--- src/rtl/sram_access_ctrl_pkg.sv ---
// rtl/sram_access_ctrl_pkg.sv - shared state type, size constants and strobe-mask helper for sram_access_ctrl
package sram_access_ctrl_pkg;
  localparam int SIZE_W   = 3;
  localparam int MAX_SIZE = 3;
  localparam int MASK_W   = 2 * (1 << MAX_SIZE);

  typedef enum logic [2:0] {IDLE, ACC0, ACC1, LAST, RESP} state_t;

  // (1 << n) - 1 placed at byte offset off inside a two-word strobe field
  function automatic logic [MASK_W-1:0] strobe_mask(input logic [MAX_SIZE-1:0] off,
                                                    input logic [SIZE_W-1:0] size);
    logic [MASK_W-1:0] m;
    m = '0;
    for (int i = 0; i < MASK_W / 2; i++)
      if (i < (int'(1) << size)) m[i] = 1'b1;
    return m << off;
  endfunction
endpackage

--- src/rtl/sram_lane_align.sv ---
// rtl/sram_lane_align.sv - combinational write-lane shifter and read-data right-justify/zero-extend
module sram_lane_align
  import sram_access_ctrl_pkg::*;
#(
  parameter int log2_dbytes = MAX_SIZE,
  parameter int dbytes      = 1 << log2_dbytes,
  parameter int dbits       = 8 * dbytes
) (
  input  logic [log2_dbytes-1:0] off,
  input  logic [SIZE_W-1:0]      size,
  input  logic [dbits-1:0]       wdata,
  output logic [dbits-1:0]       wlane0,
  output logic [dbits-1:0]       wlane1,
  input  logic [dbits-1:0]       rdata0,
  input  logic [dbits-1:0]       rdata1,
  output logic [dbits-1:0]       rdata
);
  logic [2*dbits-1:0] wwide;

  assign wwide  = {{dbits{1'b0}}, wdata} << {off, 3'b000};
  assign wlane0 = wwide[dbits-1:0];
  assign wlane1 = wwide[2*dbits-1:dbits];

  always_comb begin
    rdata = dbits'({rdata1, rdata0} >> {off, 3'b000});
    for (int b = 0; b < dbytes; b++)
      if (b >= (int'(1) << size)) rdata[8*b +: 8] = 8'h00;
  end
endmodule

--- src/rtl/sram_access_ctrl.sv ---
// rtl/sram_access_ctrl.sv - byte-addressed SRAM access controller; SRAM_ACCESS_CTRL_SPLIT_EN enables word-crossing splits
module sram_access_ctrl
  import sram_access_ctrl_pkg::*;
#(
  parameter int abits       = 16,
  parameter int log2_dbytes = MAX_SIZE,
  parameter int dbytes      = 1 << log2_dbytes,
  parameter int dbits       = 8 * dbytes
) (
  input  logic              i_clk,
  input  logic              i_rst,
  input  logic              i_req_valid,
  output logic              o_req_ready,
  input  logic              i_req_write,
  input  logic [abits-1:0]  i_req_addr,
  input  logic [SIZE_W-1:0] i_req_size,
  input  logic [dbits-1:0]  i_req_wdata,
  output logic              o_resp_valid,
  input  logic              i_resp_ready,
  output logic [dbits-1:0]  o_resp_rdata,
  output logic              o_resp_err,
  output logic [abits-1:0]  o_mem_addr,
  output logic              o_mem_we,
  output logic [dbytes-1:0] o_mem_wstrb,
  output logic [dbits-1:0]  o_mem_wdata,
  input  logic [dbits-1:0]  i_mem_rdata
);
  localparam int wbits = abits - log2_dbytes;
  localparam int ew    = log2_dbytes + 2;

  state_t state, state_nx;
  logic                   write_r, cross_r, err_r;
  logic [abits-1:0]       addr_r, mem_addr_q;
  logic [SIZE_W-1:0]      size_r;
  logic [dbits-1:0]       wdata_r, rdata0_r, rdata_r, mem_wdata_q;

  logic [ew-1:0]          req_end;
  logic                   accept, req_cross, req_bad, req_err;
  logic [log2_dbytes-1:0] off_r;
  logic [wbits-1:0]       w0, w1;
  logic [MASK_W-1:0]      mask_full;
  logic [dbytes-1:0]      strb0, strb1;
  logic [dbits-1:0]       wlane0, wlane1, merge_rd0, merge_rd1, merged;

  assign accept    = (state == IDLE) && i_req_valid;
  assign req_end   = ew'(i_req_addr[log2_dbytes-1:0]) + (ew'(1) << i_req_size);
  assign req_cross = req_end > ew'(dbytes);
  assign req_bad   = i_req_size > SIZE_W'(log2_dbytes);
`ifdef SRAM_ACCESS_CTRL_SPLIT_EN
  assign req_err   = req_bad;
`else
  assign req_err   = req_bad || req_cross;
`endif

  assign off_r     = addr_r[log2_dbytes-1:0];
  assign w0        = addr_r[abits-1:log2_dbytes];
  assign w1        = w0 + wbits'(1);
  assign mask_full = strobe_mask(MAX_SIZE'(off_r), size_r);
  assign strb0     = mask_full[dbytes-1:0];
  assign strb1     = mask_full[2*dbytes-1:dbytes];

  // word 0 of a crossing read was parked in rdata0_r during ACC1
  assign merge_rd0 = cross_r ? rdata0_r : i_mem_rdata;
  assign merge_rd1 = cross_r ? i_mem_rdata : '0;

  sram_lane_align #(
    .log2_dbytes(log2_dbytes),
    .dbytes     (dbytes),
    .dbits      (dbits)
  ) u_align (
    .off   (off_r),
    .size  (size_r),
    .wdata (wdata_r),
    .wlane0(wlane0),
    .wlane1(wlane1),
    .rdata0(merge_rd0),
    .rdata1(merge_rd1),
    .rdata (merged)
  );

`ifndef SRAM_ACCESS_CTRL_SPLIT_EN
  logic unused_split;
  assign unused_split = ^{w1, strb1, wlane1};
`endif

  always_comb begin
    state_nx     = state;
    o_req_ready  = 1'b0;
    o_resp_valid = 1'b0;
    case (state)
      IDLE: begin
        o_req_ready = 1'b1;
        if (i_req_valid) state_nx = req_err ? RESP : ACC0;
      end
      ACC0: begin
        state_nx = write_r ? RESP : LAST;
`ifdef SRAM_ACCESS_CTRL_SPLIT_EN
        if (cross_r) state_nx = ACC1;
`endif
      end
`ifdef SRAM_ACCESS_CTRL_SPLIT_EN
      ACC1: state_nx = write_r ? RESP : LAST;
`endif
      LAST: state_nx = RESP;
      RESP: begin
        o_resp_valid = 1'b1;
        if (i_resp_ready) state_nx = IDLE;
      end
      default: state_nx = IDLE;
    endcase
  end

  // combinational from state so a reset drops o_mem_we without waiting for a clock
  always_comb begin
    o_mem_we    = 1'b0;
    o_mem_wstrb = '0;
    o_mem_addr  = mem_addr_q;
    o_mem_wdata = mem_wdata_q;
    if (state == ACC0) begin
      o_mem_we    = write_r;
      o_mem_wstrb = strb0;
      o_mem_addr  = {w0, {log2_dbytes{1'b0}}};
      o_mem_wdata = wlane0;
    end
`ifdef SRAM_ACCESS_CTRL_SPLIT_EN
    if (state == ACC1) begin
      o_mem_we    = write_r;
      o_mem_wstrb = strb1;
      o_mem_addr  = {w1, {log2_dbytes{1'b0}}};
      o_mem_wdata = wlane1;
    end
`endif
  end

  always_ff @(posedge i_clk or posedge i_rst) begin
    if (i_rst) begin
      state       <= IDLE;
      write_r     <= 1'b0;
      cross_r     <= 1'b0;
      err_r       <= 1'b0;
      addr_r      <= '0;
      size_r      <= '0;
      wdata_r     <= '0;
      rdata0_r    <= '0;
      rdata_r     <= '0;
      mem_addr_q  <= '0;
      mem_wdata_q <= '0;
    end else begin
      state <= state_nx;
      if (accept) begin
        write_r <= i_req_write;
        addr_r  <= i_req_addr;
        size_r  <= i_req_size;
        wdata_r <= i_req_wdata;
        cross_r <= req_cross;
        err_r   <= req_err;
        rdata_r <= '0;
      end
      if (state == ACC0 || state == ACC1) begin
        mem_addr_q  <= o_mem_addr;
        mem_wdata_q <= o_mem_wdata;
      end
      if (state == ACC1) rdata0_r <= i_mem_rdata;
      if (state == LAST) rdata_r <= merged;
    end
  end

  assign o_resp_rdata = rdata_r;
  assign o_resp_err   = err_r;
endmodule

--- config.mk ---
export PLATFORM = sky130hd
export DESIGN_NAME = sram_access_ctrl
export DESIGN_NICKNAME = d
export VERILOG_FILES = /design/src/rtl/sram_access_ctrl_pkg.sv /design/src/rtl/sram_lane_align.sv /design/src/rtl/sram_access_ctrl.sv
export SDC_FILE = /design/constraint.sdc
export NUM_CORES = 1
export LEC_CHECK = 0
export BUFFER_PORTS_ARGS = -buffer_cell sky130_fd_sc_hd__buf_2
export CAP_MARGIN = 20
export CORE_MARGIN = 1.5
export CORE_UTILIZATION = 44
export DETAILED_ROUTE_END_ITERATION = 6
export GPL_TIMING_DRIVEN = 0
export HOLD_SLACK_MARGIN = 0.08
export PLACE_DENSITY = 0.71
export SKIP_CTS_REPAIR_TIMING = 1
export SLEW_MARGIN = 10
export SYNTH_ARGS = -nofsm -noshare
export SYNTH_HDL_FRONTEND = slang
export SYNTH_HIERARCHICAL = 1
export SYNTH_SLANG_ARGS = --single-unit
export TNS_END_PERCENT = 50
--- constraint.sdc ---
create_clock -name i_clk -period 9.5 [get_ports i_clk]
set_clock_uncertainty 0.2 [all_clocks]
set_input_delay 1.425 -clock i_clk [delete_from_list [all_inputs] [get_ports i_clk]]
set_output_delay 1.425 -clock i_clk [all_outputs]
set_load 0.02 [all_outputs]
==> metrics.txt, run 1 <==
result of the run=finished clean; required time worst endpoint=around 7.9 ns; GR Overflow Total=0; detailed-routed wire length on met3=about 4900 um; final instance area=~22,000 sq um; area growth from synthesis to layout=19.5%; vias in the first global route=16,000; utilization of the core after routing=53.3%; detailed router's first-iteration violation count=1,392; slew of the pin with the lowest slew margin=approximately 1 ns; final setup fails=0; final net count=2,326; Hold Path Depth=2; first-pass GRT wire length=slightly above 100,000 um; remaining number of nets flagged by the antenna check after routing=0; source-to-sink clock delay at the later pin of the worst-skew pair=about 0.58 ns; R2R Setup Slk=5.97 ns; kind of launch point of the worst setup path=register; Inserted Clock Buffers=35; depth of the worst register-to-register path=8; input/output buffers=307; first-pass iteration count of the detailed router=5; Sinks on Clock Net=297; TritonCTS clock tree=done; largest stage delay on the critical path=0.49 ns; number of placed instances with taps included=2,665; number of filler cells placed in the layout=3,758; final period utilization=between 40% and 50%; total cell area at the placement stage=20,600 sq um; Chip Height=207 um; # DRC=0; Final Max Tran Viols=0; area of the core=40,800 sq um; fraction of final layout cells sized beyond drive strength 1=37.4%; Routed wire per std cell=26.2 um; final critical-path required period=4.63 ns; cell at the slowest stage of the critical path=sky130_fd_sc_hd__mux2i_1; count of endpoints failing hold in the final timing report=0; clock root cell=sky130_fd_sc_hd__clkbuf_16; half-perimeter wire length after detailed placement=56,100 um; maximum vdd drop=approximately 0.00020 V; placement row count=74; pin count of the biggest net entering global routing=41; clock slew at the register clock pins of the worst setup and hold paths=0.06 ns; DR vias=15,800; count of yosys warnings during synthesis=6; top routing layer in use=met5; Most Frequent Cell on Critical Path=sky130_fd_sc_hd__buf_4; power density over the cells=414 nW/um^2; weighted congestion reported at the end of routability-driven placement=approximately 1.0; hold path startpoint=mem_addr_q[13]; length of routed met2 wiring=32,900 um; Min-Delay Endpoint=mem_addr_q[13]; Finished Layout Cells=roughly 2,700; leakage component of the power=0.0108 uW; vias per inst=5.79; Max Buffers Root-to-Sink=3; highest clock rate=216 MHz; total track usage=33.6%; arrival time at the worst endpoint=3.00 ns; Mapped Area=18,200 sq um; startpoint of the most critical register-to-register path=cross_r; path class of the lowest-slack min-delay path=reg -> reg; number of antenna violations at the first check in global routing=11; Mean Syn Cell Area=~10 sq um; category of the worst setup path capture point=primary output; starting density of the core=approximately 45%; sum of internal, switching and leakage power=9030 uW; die span in x=about 210 um; type of the worst setup path=reg -> out; H-tree levels=2; unrepaired setup endpoints after global routing=false; critical path peak fanout=10; normalized max-slew margin=about a third; wire length reported by the detailed router=71,700 um; RR Endpoint=o_resp_rdata[4]; cell breakdown of the critical path=buf_4 > inv_4 > buf_4 > buf_4 > mux2i_1 > mux2i_1 > nand2_1 > nand2_1 > buf_2; total negative slack for setup checks=0 ns; synthesized netlist net count=1,973; DIE AREA=42,600 sq um; number of top-level pins=between 300 and 400; number of maximum-capacitance violations=0; met1 routed wirelength after detailed routing=29,300 um; number of cells produced by synthesis=1,817
critical path: cells and delay by family (launching register included):
| kind | cells | cell delay, ns |
|---|---|---|
| buffers and inverters | 5 | 1.03 |
| and+or+nand+nor | 2 | 0.19 |
| muxes | 2 | 0.72 |
| DFF | 1 | 0.46 |
metal layers:
layer	vias to the layer above	GRT usage, %
met5	-	0
met4	2	20.9
met3	202	6.07
met2	722	54.1
met1	7900	41.9
li1	7009	-
where the power goes:
part           switching (uW)  internal [uW]
clock                     576            797
sequential                332           1760
combinational            3360           2200
total                    4270           4750
layout make-up:
type	instances	area [sq um]	area share, %
antenna	9	22.5	0.103
buffer	145	875	4.02
clock buffer	50	962	4.42
clock inverter	11	170	0.781
inverter	8	36.3	0.167
multi-input combinational	1367	9890	45.4
sequential	297	7430	34.1
tap	532	666	3.06
timing repair buffer	316	1720	7.92
how the worst max path moves through the flow:
stage | startpoint | endpoint | depth (start not counted)
finish | addr_r[1] | o_mem_wdata[56] | 9
global route | addr_r[1] | o_mem_wdata[56] | 9
CTS | addr_r[1] | o_mem_wdata[56] | 9
detailed placement | addr_r[1] | o_mem_wdata[56] | 9
global placement | i_rst | o_resp_rdata[25] | 2
floorplan | i_rst | addr_r[0] | 1
flip-flops by register name, indices dropped and copies added (netlist names):
name / cells
addr_r: 16
wdata_r: 64
state: 3
write_r: 1
o_resp_rdata: 64
mem_addr_q: 16
cross_r: 1
rdata0_r: 64
o_resp_err: 1
size_r: 3
mem_wdata_q: 64
layout by cell type, fill, tap and decap left out, types with 7 or more instances in the layout:
master	count
sky130_fd_sc_hd__buf_6	14
sky130_fd_sc_hd__o21ai_0	88
sky130_fd_sc_hd__buf_12	14
sky130_fd_sc_hd__mux2_4	63
sky130_fd_sc_hd__clkbuf_16	35
sky130_fd_sc_hd__clkbuf_1	65
sky130_fd_sc_hd__mux2i_1	111
sky130_fd_sc_hd__nand3_1	12
sky130_fd_sc_hd__mux4_2	12
sky130_fd_sc_hd__nor3_1	9
sky130_fd_sc_hd__buf_4	19
sky130_fd_sc_hd__nand2_1	452
sky130_fd_sc_hd__nor2b_1	21
sky130_fd_sc_hd__o32ai_1	37
sky130_fd_sc_hd__and2_1	73
sky130_fd_sc_hd__nor2_1	95
sky130_fd_sc_hd__diode_2	9
sky130_fd_sc_hd__buf_2	352
sky130_fd_sc_hd__mux2_2	282
sky130_fd_sc_hd__o22ai_1	27
sky130_fd_sc_hd__nand2b_1	7
sky130_fd_sc_hd__a211oi_1	17
sky130_fd_sc_hd__dfrtp_1	297
sky130_fd_sc_hd__a21oi_1	7
sky130_fd_sc_hd__buf_1	8
through the flow:
stage / hold slack, ns / setup WS (ns)
after floorplan: 0.239 / 3.93
after global placement: 0.252 / 2.12
after detailed placement: 0.256 / 5.49
after CTS: 0.271 / 4.88
after global routing: 0.287 / 4.78
final: 0.266 / 4.87
Power figures use the tool's default switching activity.
==> run 2: changes to the inputs <==
--- a/config.mk
+++ b/config.mk
@@ -5,6 +5,7 @@
 export SDC_FILE = /design/constraint.sdc
 export NUM_CORES = 1
 export LEC_CHECK = 0
+export ABC_AREA = 1
 export BUFFER_PORTS_ARGS = -buffer_cell sky130_fd_sc_hd__buf_2
 export CAP_MARGIN = 20
 export CORE_MARGIN = 1.5
@@ -12,7 +13,7 @@
 export DETAILED_ROUTE_END_ITERATION = 6
 export GPL_TIMING_DRIVEN = 0
 export HOLD_SLACK_MARGIN = 0.08
-export PLACE_DENSITY = 0.71
+export PLACE_DENSITY = 0.69
 export SKIP_CTS_REPAIR_TIMING = 1
 export SLEW_MARGIN = 10
 export SYNTH_ARGS = -nofsm -noshare
==> constraint.sdc (replaced) <==
create_clock -name i_clk -period 4.3 [get_ports i_clk]
set_clock_uncertainty 0.2 [all_clocks]
set_input_delay 0.645 -clock i_clk [delete_from_list [all_inputs] [get_ports i_clk]]
set_output_delay 0.645 -clock i_clk [all_outputs]
set_load 0.02 [all_outputs]
==> run 2 against run 1 <==
Compared with the run above:
- critical path depth is the same
- synthesized area rose by 2.0%
- via count rose by 33%
- highest routed layer is now met4
- combinational power rose by 140%
==> metrics.txt, run 2 <==
result of the run=finished clean; clock root cell=sky130_fd_sc_hd__clkbuf_16; slew of the pin with the lowest slew margin=1.25 ns (+0.248 ns); starting density of the core=44.4% (-0.22 points); Inserted Clock Buffers=34 (-2.9%); cell breakdown of the critical path=buf_2 > buf_2 > clkbuf_1 > nand2_1 > nand3_1 > nand2_1 > nand2_1 > nand2_1 > buf_2; source-to-sink clock delay at the later pin of the worst-skew pair=0.54 ns (-0.04 ns); number of antenna violations at the first check in global routing=0 (-11); number of top-level pins=308 (unchanged); Mapped Area=18,600 sq um (+2.0%); clock slew at the register clock pins of the worst setup and hold paths=0.06 ns (about the same); weighted congestion reported at the end of routability-driven placement=1.05 (+3.7%); final critical-path required period=3.90 ns; half-perimeter wire length after detailed placement=68,700 um (+22%); vias in the first global route=19,700 (+23%); Max Buffers Root-to-Sink=3 (unchanged); first-pass GRT wire length=125,000 um (+21%); synthesized netlist net count=3,055 (+55%); area of the core=41,900 sq um (+2.5%); category of the worst setup path capture point=primary output; first-pass iteration count of the detailed router=6 (+1); input/output buffers=307 (unchanged); GR Overflow Total=0 (unchanged); number of maximum-capacitance violations=0 (unchanged); critical path peak fanout=10 (unchanged); detailed router's first-iteration violation count=2,735 (+96%); kind of launch point of the worst setup path=register; highest clock rate=around 260 MHz; Top delay family on crit path=buffers and inverters; Mean Syn Cell Area=6.41 sq um (-36%); power density over the cells=935 nW/um^2 (+130%); placement row count=75 (+1.4%); arrival time at the worst endpoint=3.06 ns (+0.06 ns); normalized max-slew margin=15.9% (-17 points); number of cells produced by synthesis=2,899 (+60%); DR vias=21,100 (+33%); H-tree levels=2 (unchanged); count of yosys warnings during synthesis=6 (unchanged); # DRC=0 (unchanged); total track usage=38.8% (+5.1 points); Chip Height=209 um (+0.97%); total buffers and inverters traversed by the critical path=4 (-1); Sinks on Clock Net=297 (unchanged); area growth from synthesis to layout=19.1%; wire length reported by the detailed router=84,900 um (+18%); vias per inst=5.52 (-4.7%); fraction of final layout cells sized beyond drive strength 1=17.1% (-20 points); largest stage delay on the critical path=0.50 ns (about the same); final setup fails=0 (unchanged); die span in x=209 um (+0.97%); sum of internal, switching and leakage power=20,700 uW (+130%); final period utilization=between 90% and 100%; leakage component of the power=0.0131 uW (+22%); pin count of the biggest net entering global routing=40 (-2.4%); final net count=3,407 (+46%); DIE AREA=43,500 sq um (+2.0%); required time worst endpoint=3.45 ns (-4.43 ns); most common cell after layout, fill and taps aside=sky130_fd_sc_hd__nand2_1; Routed wire per std cell=22.3 um (-15%); type of the worst setup path=reg -> out; remaining number of nets flagged by the antenna check after routing=0 (unchanged); maximum vdd drop=0.000532 V (+160%); cell at the slowest stage of the critical path=sky130_fd_sc_hd__clkbuf_1; utilization of the core after routing=52.9% (-0.47 points); TritonCTS clock tree=done; path class of the lowest-slack min-delay path=in -> reg; count of endpoints failing hold in the final timing report=0 (unchanged); Final Max Tran Viols=0 (unchanged); unrepaired setup endpoints after global routing=false; commonest cells after routing, fill and taps aside=sky130_fd_sc_hd__nand2_1, sky130_fd_sc_hd__buf_2, sky130_fd_sc_hd__nand3_1; Most Frequent Cell on Critical Path=sky130_fd_sc_hd__nand2_1
## run 2: path summary, 6_finish.rpt
| check | start | to | slack (ns) | cells past startpoint |
|---|---|---|---|---|
| max | addr_r[1] | o_mem_wdata[57] | 0.40 | 9 |
| min | i_req_wdata[30] | wdata_r[30] | 0.09 | 3 |
| max reg2reg | cross_r | o_resp_rdata[30] | 1.00 | 9 |
| min reg2reg | mem_addr_q[2] | mem_addr_q[2] | 0.26 | 2 |
| max in group asynchronous | i_rst | rdata0_r[38] | 2.30 | 6 |
| min in group asynchronous | i_rst | mem_wdata_q[41] | 0.50 | 3 |
## run 2: layer usage
layer / share of wire, % / track usage (%) / routed length (um)
met1: 45 / 58.5 / 38200
met2: 41 / 55.5 / 35000
met3: 12 / 8.89 / 9890
met4: 2.2 / 9.49 / 1840
met5: 0 / 0 / 0
## run 2: report_power, final
group,switching (uW),total (uW),internal [uW],leakage [uW]
combinational,9620,13200,3590,0.00878
sequential,642,4490,3850,0.00380
clock,1220,3000,1780,0.000570
total,11500,20700,9210,0.0131
## run 2: area by class of cell
class | instances | area, sq um
fill | 4289 | 19700
multi-input combinational | 2222 | 9350
sequential | 297 | 7430
timing repair buffer | 316 | 1710
buffer | 202 | 1130
clock buffer | 49 | 1020
inverter | 178 | 677
tap | 539 | 674
clock inverter | 12 | 135
antenna | 1 | 2.50
## run 2: worst register-to-register path: stages (launching register included)
cell and delay, ns:
sky130_fd_sc_hd__dfrtp_1 0.40, sky130_fd_sc_hd__buf_2 0.21, sky130_fd_sc_hd__clkbuf_1 0.22, sky130_fd_sc_hd__o21ai_0 1.01, sky130_fd_sc_hd__nand2_1 0.19, sky130_fd_sc_hd__nand3_1 0.14, sky130_fd_sc_hd__nand3_1 0.11, sky130_fd_sc_hd__a21oi_1 0.50
sky130_fd_sc_hd__nand2_1 0.15, sky130_fd_sc_hd__nand2_1 0.09
## run 2: through the flow
stage / worst slack, ns / cells / hold slack (ns) / setup TNS [ns] / area (sq um)
3_5_place_dp: 1.06 / 3753 / 0.248 / 0 / 21000
2_1_floorplan: -0.490 / 2899 / 0.222 / -145.56 / 18600
3_3_place_gp: -2.06 / 3745 / 0.232 / -594.72 / 20800
4_1_cts: 0.463 / 3814 / -0.0660 / 0 / 22100
6_report: 0.397 / 3816 / 0.0947 / 0 / 22100
5_1_grt: 0.259 / 3815 / 0.0924 / 0 / 22100
==> run 3: changes to the inputs <==
--- a/config.mk
+++ b/config.mk
@@ -11,7 +11,6 @@
 export CORE_MARGIN = 1.5
 export CORE_UTILIZATION = 44
 export DETAILED_ROUTE_END_ITERATION = 6
-export GPL_TIMING_DRIVEN = 0
 export HOLD_SLACK_MARGIN = 0.08
 export PLACE_DENSITY = 0.69
 export SKIP_CTS_REPAIR_TIMING = 1
==> run 3 against run 2 <==
Compared with the run above:
- largest power group unchanged
- worst hold slack got worse by 0.010 ns
- wire length decreased by 21%
- design area decreased by 4.2%
- clock power increased by 3%
- flip-flop and latch count unchanged
- combinational power decreased by 19%
- register-to-register slack improved by 0.24 ns
- worst setup slack improved by 0.11 ns
- die area unchanged
- sequential share of layout area increased by 1.6 points
==> metrics.txt, run 3 (synthesis results as in run 2) <==
clock root cell=sky130_fd_sc_hd__clkbuf_16; Setup Slack @ Placement=1.13 ns (+0.0773 ns); vias per inst=5.39 (-2.4%); type of the worst setup path=reg -> out; global-route track usage on met2=42.5% (-13 points); pin count of the biggest net entering global routing=113 (+180%); remaining number of nets flagged by the antenna check after routing=0 (unchanged); clock slew at the register clock pins of the worst setup and hold paths=0.06 ns (about the same); commonest cells after routing, fill and taps aside=sky130_fd_sc_hd__nand2_1, sky130_fd_sc_hd__buf_2, sky130_fd_sc_hd__nand3_1; number of diodes added for antenna fixing=0 (-1); half-perimeter wire length after detailed placement=47,300 um (-31%); DIE AREA=43,500 sq um (unchanged); final critical-path required period=3.79 ns (-0.113 ns); detailed router's first-iteration violation count=2,364 (-14%); input/output buffers=307 (unchanged); Max Buffers Root-to-Sink=3 (unchanged); met3 Usage GRT=4.91% (-4.0 points); number of filler cells placed in the layout=4,323 (+0.79%); number of maximum-capacitance violations=0 (unchanged); source-to-sink clock delay at the later pin of the worst-skew pair=0.56 ns (+0.02 ns); placement row count=75 (unchanged); multi-input gate area in the final layout=9370 sq um (+0.21%); met1 routing resource usage after global routing=47.7% (-11 points); most used routing layer=met1; total negative slack for setup checks=0 ns (unchanged); final period utilization=88.1% (-2.6 points); TritonCTS clock tree=done; leakage component of the power=0.0126 uW (-4.3%); starting density of the core=44.4% (unchanged); # DRC=0 (unchanged); DR vias=19,600 (-7.2%); required time worst endpoint=3.45 ns (about the same); first-pass GRT wire length=102,000 um (-18%); Chip Height=209 um (unchanged); Inserted Clock Buffers=36 (+5.9%); highest clock rate=264 MHz (+3.0%); result of the run=finished clean; first-pass iteration count of the detailed router=6 (unchanged); fraction of final layout cells sized beyond drive strength 1=14.7% (-2.5 points); final net count=3,222 (-5.4%); category of the worst setup path capture point=primary output; number of top-level pins=308 (unchanged); final setup fails=0 (unchanged); maximum vdd drop=0.000662 V (+25%); total track usage=30.3% (-8.5 points); kind of launch point of the worst setup path=register; area growth from synthesis to layout=14.0%; Sinks on Clock Net=297 (unchanged); weighted congestion reported at the end of routability-driven placement=1.04 (-1.8%); vias in the first global route=17,800 (-9.9%); arrival time at the worst endpoint=2.94 ns (-0.12 ns); die span in x=209 um (unchanged); count of endpoints failing hold in the final timing report=0 (unchanged); path class of the lowest-slack min-delay path=in -> reg; wire length reported by the detailed router=66,900 um (-21%); register area=7450 sq um (+0.20%); critical path peak fanout=111 (+101); Routed wire per std cell=18.4 um (-17%); normalized max-slew margin=22.5% (+6.7 points); sum of internal, switching and leakage power=18,500 uW (-10%); Worst Hold Slack=0.0843 ns (-0.0104 ns); unrepaired setup endpoints after global routing=false; Final Max Tran Viols=0 (unchanged); H-tree levels=2 (unchanged); number of antenna violations at the first check in global routing=2 (+2); min setup slack post-route=0.510 ns (+0.113 ns); most common cell after layout, fill and taps aside=sky130_fd_sc_hd__nand2_1; slew of the pin with the lowest slew margin=1.16 ns (-0.0868 ns); area of the core=41,900 sq um (unchanged); GR Overflow Total=0 (unchanged); power density over the cells=875 nW/um^2 (-6.4%)
==> run 3: cell types whose count changed in the layout (fill, tap and decap cells not counted), moves of 2 or more <==
cell | previous run | this run
sky130_fd_sc_hd__buf_2 | 394 | 307
sky130_fd_sc_hd__dfrtp_4 | 0 | 4
sky130_fd_sc_hd__buf_4 | 17 | 15
sky130_fd_sc_hd__clkbuf_16 | 35 | 37
sky130_fd_sc_hd__buf_6 | 26 | 0
sky130_fd_sc_hd__clkbuf_1 | 55 | 7
sky130_fd_sc_hd__buf_1 | 21 | 0
sky130_fd_sc_hd__clkbuf_8 | 9 | 11
sky130_fd_sc_hd__dfrtp_1 | 297 | 293
sky130_fd_sc_hd__clkinv_2 | 5 | 3
==> run 3: metal layers <==
metal	vias to the layer above	part of all wire [%]	wire length [um]
met2	894	41	27500
li1	9358	-	-
met1	9213	47	31500
met4	0	2.1	1430
met5	-	0	0
met3	88	9.6	6400
==> run 3: where the power goes <==
group          internal, uW  switching, uW
clock network          1830           1260
registers              3860            895
logic                  3110           7590
==> run 3: layout make-up <==
class | count | share of cell area [%]
clock buffer | 55 | 5.21
clock inverter | 9 | 0.413
inverter | 178 | 3.21
multi-input combinational | 2222 | 44.2
sequential | 297 | 35.1
tap | 539 | 3.18
timing repair buffer | 331 | 8.62
==> run 3: worst max-delay path, cell delays in order (launching register included) <==
cell and delay, ns:
sky130_fd_sc_hd__dfrtp_4 0.57, sky130_fd_sc_hd__inv_4 0.42, sky130_fd_sc_hd__buf_12 0.44, sky130_fd_sc_hd__nand2_1 0.14, sky130_fd_sc_hd__nand2_1 0.11, sky130_fd_sc_hd__nand3_1 0.11, sky130_fd_sc_hd__nand2_1 0.14, sky130_fd_sc_hd__nand2_1 0.12
sky130_fd_sc_hd__nand2_1 0.12, sky130_fd_sc_hd__buf_2 0.16
==> run 3: final timing paths <==
path	from	end	slack, ns	depth (start not counted)
min	i_req_wdata[32]	wdata_r[32]	0.08	3
min in group asynchronous	i_rst	mem_wdata_q[52]	0.42	3
max	addr_r[0]	o_mem_wdata[51]	0.51	9
max in group asynchronous	i_rst	cross_r	2.45	4
min reg2reg	write_r	state[1]	0.25	1
max reg2reg	addr_r[1]	o_resp_rdata[25]	1.24	9
==> run 3: stage by stage <==
step,instance area (sq um),cells,util (%)
CTS,21200,3629,50.5
finish,21200,3631,50.6
global route,21200,3631,50.6
detailed placement,20000,3565,47.7
global placement,19900,3564,47.7
floorplan,18600,2899,-
